$ cat src/rtl/talk_arbiter.sv
// rtl/talk_arbiter.sv - round-robin arbiter sharing one speech player between word requesters

module talk_arbiter #(
    parameter int NUM_REQ        = 2,
    parameter int GAP_CYCLES     = 16,
    parameter int TIMEOUT_CYCLES = 50_000_000
) (
    input  logic                   clk,
    input  logic                   reset,
    input  logic [NUM_REQ-1:0]     req,
    input  logic [8*NUM_REQ-1:0]   req_word,
    output logic [NUM_REQ-1:0]     ack,
    output logic [NUM_REQ-1:0]     done,
    output logic                   timeout,
    input  logic                   talk_done,
    output logic                   start_talk,
    output logic [7:0]             word_code,
    output logic                   busy
);

    localparam int IDX_W = (NUM_REQ > 1) ? $clog2(NUM_REQ) : 1;
    localparam int WD_W  = $clog2(TIMEOUT_CYCLES);
    localparam int GAP_W = (GAP_CYCLES > 1) ? $clog2(GAP_CYCLES) : 1;

    typedef enum logic [1:0] {S_IDLE, S_TALK, S_SKIP, S_GAP} state_t;

    state_t               state_q;
    logic [IDX_W-1:0]     last_q;
    logic [NUM_REQ-1:0]   ack_q;
    logic [NUM_REQ-1:0]   done_q;
    logic                 timeout_q;
    logic [7:0]           word_q;
    logic [WD_W-1:0]      wd_q;
    logic [GAP_W-1:0]     gap_q;

    logic [IDX_W-1:0]     win_idx_d;
    logic [IDX_W-1:0]     cand_d;
    logic [7:0]           win_word_d;
    logic                 gap_last_d;

    // Scan from farthest to nearest so the nearest requester after last_q wins.
    always_comb begin
        win_idx_d = last_q;
        cand_d    = last_q;
        for (int k = NUM_REQ; k >= 1; k--) begin
            cand_d = IDX_W'((int'(last_q) + k) % NUM_REQ);
            if (req[cand_d]) begin
                win_idx_d = cand_d;
            end
        end
        win_word_d = req_word[{win_idx_d, 3'b000} +: 8];
        gap_last_d = (GAP_CYCLES <= 1) || (gap_q == GAP_W'(GAP_CYCLES - 1));
    end

    always_ff @(posedge clk) begin
        if (reset) begin
            state_q   <= S_IDLE;
            last_q    <= IDX_W'(NUM_REQ - 1);
            ack_q     <= '0;
            done_q    <= '0;
            timeout_q <= 1'b0;
            word_q    <= 8'h00;
            wd_q      <= '0;
            gap_q     <= '0;
        end else begin
            ack_q     <= '0;
            done_q    <= '0;
            timeout_q <= 1'b0;
            case (state_q)
                S_IDLE: begin
                    if (|req) begin
                        word_q  <= win_word_d;
                        ack_q   <= NUM_REQ'(1) << win_idx_d;
                        last_q  <= win_idx_d;
                        wd_q    <= '0;
                        state_q <= (win_word_d == 8'h00) ? S_SKIP : S_TALK;
                    end
                end
                S_TALK: begin
                    if (talk_done) begin
                        done_q  <= NUM_REQ'(1) << last_q;
                        gap_q   <= '0;
                        state_q <= S_GAP;
                    end else if (wd_q == WD_W'(TIMEOUT_CYCLES - 1)) begin
                        done_q    <= NUM_REQ'(1) << last_q;
                        timeout_q <= 1'b1;
                        gap_q     <= '0;
                        state_q   <= S_GAP;
                    end else begin
                        wd_q <= wd_q + WD_W'(1);
                    end
                end
                S_SKIP: begin
                    done_q  <= NUM_REQ'(1) << last_q;
                    gap_q   <= '0;
                    state_q <= S_GAP;
                end
                S_GAP: begin
                    if (gap_last_d) begin
                        state_q <= S_IDLE;
                    end else begin
                        gap_q <= gap_q + GAP_W'(1);
                    end
                end
                default: state_q <= S_IDLE;
            endcase
        end
    end

    assign ack        = ack_q;
    assign done       = done_q;
    assign timeout    = timeout_q;
    assign word_code  = word_q;
    assign start_talk = (state_q == S_TALK);
    assign busy       = (state_q != S_IDLE);

endmodule

$ cat config.mk
export PLATFORM = sky130hd
export DESIGN_NAME = talk_arbiter
export DESIGN_NICKNAME = d
export VERILOG_FILES = /design/src/rtl/talk_arbiter.sv
export SDC_FILE = /design/constraint.sdc
export NUM_CORES = 1
export LEC_CHECK = 0
export CORE_MARGIN = 4
export CORE_UTILIZATION = 40
export CTS_CLUSTER_SIZE = 30
export DETAILED_ROUTE_END_ITERATION = 8
export PLACE_DENSITY = 0.65
export REMOVE_ABC_BUFFERS = 1
export SYNTH_ARGS = -nofsm -noshare
export SYNTH_HDL_FRONTEND = slang
export SYNTH_SLANG_ARGS = --single-unit
$ cat constraint.sdc
create_clock -name clk -period 3.7 [get_ports clk]
set_input_delay 0.37 -clock clk [delete_from_list [all_inputs] [get_ports clk]]
set_output_delay 0.37 -clock clk [all_outputs]
set_load 0.1 [all_outputs]
==> run_results.csv <==
group,metric,value,unit
sta,final.setup.tns,0,ns
critical_path,cp_cell_sequence,"inv_1, ha_1, clkdlybuf4s50_1",
yosys,synth-main-ff-cell,"sky130_fd_sc_hd__dfxtp_1",
sta,count_of_final_setup_violators,0,
critical_path,cp.arrival,2.31,ns
critical_path,crit_slowest_cell,"sky130_fd_sc_hd__clkdlybuf4s50_1",
die,initial_core_util,0.4203,
grt,antenna_found_initial,0,
power,vdd_drop_max,450.3,uV
grt,grt_start_max_net_pins,32,
critical_path,reg2reg_slack,1.31,ns
sta,hold_violations,0,
hold_path,worstHoldPathType,"register to register",
die,die_area,7710,um^2
drt,postRouteAntennaNets,0,
cts,cts_resized,0,
drt,via_count,2423,
sta,finalCritPeriodShare,0.7232,
hold_path,min_from,"gap_q[3]$_SDFFE_PP0P_",
sta,maxSlewHeadroom,0.3401,
critical_path,timing.critical_path.fanout_max,9,
yosys,synth_sequential_area_ratio,0.3615,
critical_path,r2r-start,"state_q[1]$_SDFFE_PP0P_",
sta,final.min_clock_period,2.676,ns
final_layout,final_nets,355,
yosys,synth_edf_count,0,
yosys,syn_area,2547,um^2
cts,clock_tree_from_tritoncts,"done",
yosys,syn_inst,293,
grt,grt_first_pass_wirelength,11630,um
critical_path,required,3.33,ns
sta,timing.clock.skew,0.01017,ns
hold_path,min_to,"gap_q[3]$_SDFFE_PP0P_",
power,power_per_cell_area,669.2,nW/um^2
drt,detail_route.first_pass.iterations,4,
die,placement_rows,28,
yosys,yosysWarnings,0,
critical_path,crit-reg2reg-capture,"wd_q[8]$_SDFFE_PP0P_",
place,placed_cell_area,2950,um^2
die,io_pins,36,
final_layout,layout_commonest_cell,"sky130_fd_sc_hd__dfxtp_1",
cts,number_of_buffers_added_for_setup_after_cts,0,
hold_path,whs_path_depth,1,
grt,overflow,0,
cts,buffers_from_clock_root_to_sink_at_most,2,
yosys,synthesized_flop_and_latch_total,46,
cts,cts_htree_levels,2,
final_layout,fillerInstances,594,
sta,least_margin_pin_slew,0.9868,ns
die,fp.dieH,87.81,um
die,design.core.area,6061,um^2
place,placed_cells,395,
cts,clockRootBuffer,"sky130_fd_sc_hd__clkbuf_8",
power,cellLeakagePower,1.116,nW
drt,routed_via_density,6.012,
critical_path,cp.buffers_inverters,2,
drt,initial_drc_count,168,
critical_path,setup.worst_path.class,"register to output pin",
place,detailedPlacementHpwl,4964,um
cts,clock_sink_count,46,
drt,avgRoutedWirePerCell,17.29,um
critical_path,startpoint_type_of_the_worst_setup_path,"register",
drt,post-route-drc-count,0,
final_layout,instances_no_fill,403,
critical_path,crit_family,"buffers and inverters",
die,die_w,87.81,um
grt,global_route.usage.total,0.1902,
yosys,ys_async_sr_fraction,0,
final_layout,n_antenna_cell,0,
grt,first_global_vias,2368,
outcome,outcome,"completed",
cts,total_clock_buffers_created_by_cts,5,
run,max_cap_viol_count,0,
yosys,syn_avg_cell_area,8.694,um^2
cts,cts.hold.buffers_added,0,
final_layout,fin_area,3042,um^2
cts,cts.reportedPaths.clkPinSlew,0.08,ns
place,placement.io_buffers,35,
critical_path,worstRegToRegCells,7,
critical_path,critPathMaxStageDelay,1.20,ns
place,place_congestion,0.8936,
sta,rsz0062_at_grt,"false",
final_layout,layout_common_cells,"sky130_fd_sc_hd__dfxtp_1 (46), sky130_fd_sc_hd__clkdlybuf4s50_1 (35), sky130_fd_sc_hd__nor2_1 (23)",
sta,maxClockFrequency,373.7,MHz
drt,drt-total-wl,6967,um
sta,maxSlewViolCount,0,
final_layout,final_layout_size_suffix_gt1_frac,0.07317,
cts,worstSkewPairLatency,0.31,ns
final_layout,layout-area-overhead-vs-synth,19.40,%
critical_path,end_kind,"output pin",
yosys,number_of_unique_standard_cell_types_used_by_synthesis,57,
-- cell usage after synthesis, drive strengths merged, types with 4 or more instances --
cell	n	area share
a211o	7	0.024
nand2b	5	0.012
nor4	11	0.029
dfxtp	46	0.36
nand4	10	0.035
and3	10	0.025
mux2i	11	0.043
a211oi	11	0.032
nand2	22	0.032
clkbuf	7	0.014
o211ai	5	0.015
a21oi	12	0.024
or3	6	0.017
nand3	12	0.026
o31ai	4	0.012
ha	7	0.034
o21ai	12	0.028
nor2	23	0.034
nor3	10	0.022
a31oi	5	0.012
inv	10	0.015
and2	4	0.0098
-- worst max path at each step --
stage                                 start                     to  slack (ns)  depth (start not counted)
global route        state_q[1]$_SDFFE_PP0P_             start_talk        0.91                          3
detailed placement                   req[1]  wd_q[11]$_SDFFE_PP0P_        1.18                          6
floorplan           state_q[1]$_SDFFE_PP0P_  wd_q[19]$_SDFFE_PP0P_        1.05                          7
finish              state_q[1]$_SDFFE_PP0P_             start_talk        1.02                          3
global placement                     req[1]  wd_q[11]$_SDFFE_PP0P_        1.18                          6
CTS                 state_q[1]$_SDFFE_PP0P_             start_talk        1.02                          3
-- per-stage QoR --
stage	util	total power [mW]	hold slack (ns)	worst slack, ns
floorplan	-	1.420	0.4391	1.054
global placement	0.4868	1.707	0.4700	1.181
detailed placement	0.4868	1.713	0.4769	1.177
CTS	0.5019	2.038	0.4933	1.019
global route	0.5019	2.157	0.5084	0.9073
finish	0.5019	2.035	0.4949	1.024
-- flip-flops by register name, summed over array words and instances, names as in the netlist --
signal     cells
last_q         1
wd_q          26
word_code      8
timeout        1
ack            2
done           2
state_q        2
gap_q          4
-- power by group --
group          internal (mW)  switching, mW  leakage (nW)  total, mW
Combinational          0.286          0.827         0.694       1.11
Sequential             0.554         0.0409         0.374      0.595
Clock                  0.151          0.176        0.0482      0.327
-- area by class of cell --
| type | instances | area, um^2 | share of cell area |
|---|---|---|---|
| clock buffers | 7 | 86.33 | 0.02838 |
| clock inverters | 1 | 5.005 | 0.001645 |
| inverters | 10 | 37.54 | 0.01234 |
| multi-input cells | 227 | 1533 | 0.5039 |
| flip-flops and latches | 46 | 920.9 | 0.3028 |
| well taps | 75 | 93.84 | 0.03085 |
| repair buffers | 37 | 365.4 | 0.1201 |
-- metal layers --
| metal | wire length (um) | vias to the layer above | track usage |
|---|---|---|---|
| met5 | 0 | - | 0 |
| met4 | 68 | 0 | 0.05858 |
| met3 | 376 | 7 | 0.04045 |
| met2 | 3382 | 66 | 0.3103 |
| met1 | 3140 | 1144 | 0.2514 |
| li1 | - | 1206 | - |
-- logic make-up after synthesis --
kind of cell / synth area share
AO/OA/AOI/OAI: 0.2230
multiplexers: 0.04322
flip-flops: 0.3615
adder cells (fa/ha/maj): 0.03438
AND/OR/NAND/NOR: 0.3011
buffers and inverters: 0.03683
No activity file was read; power rests on OpenSTA's default activity.
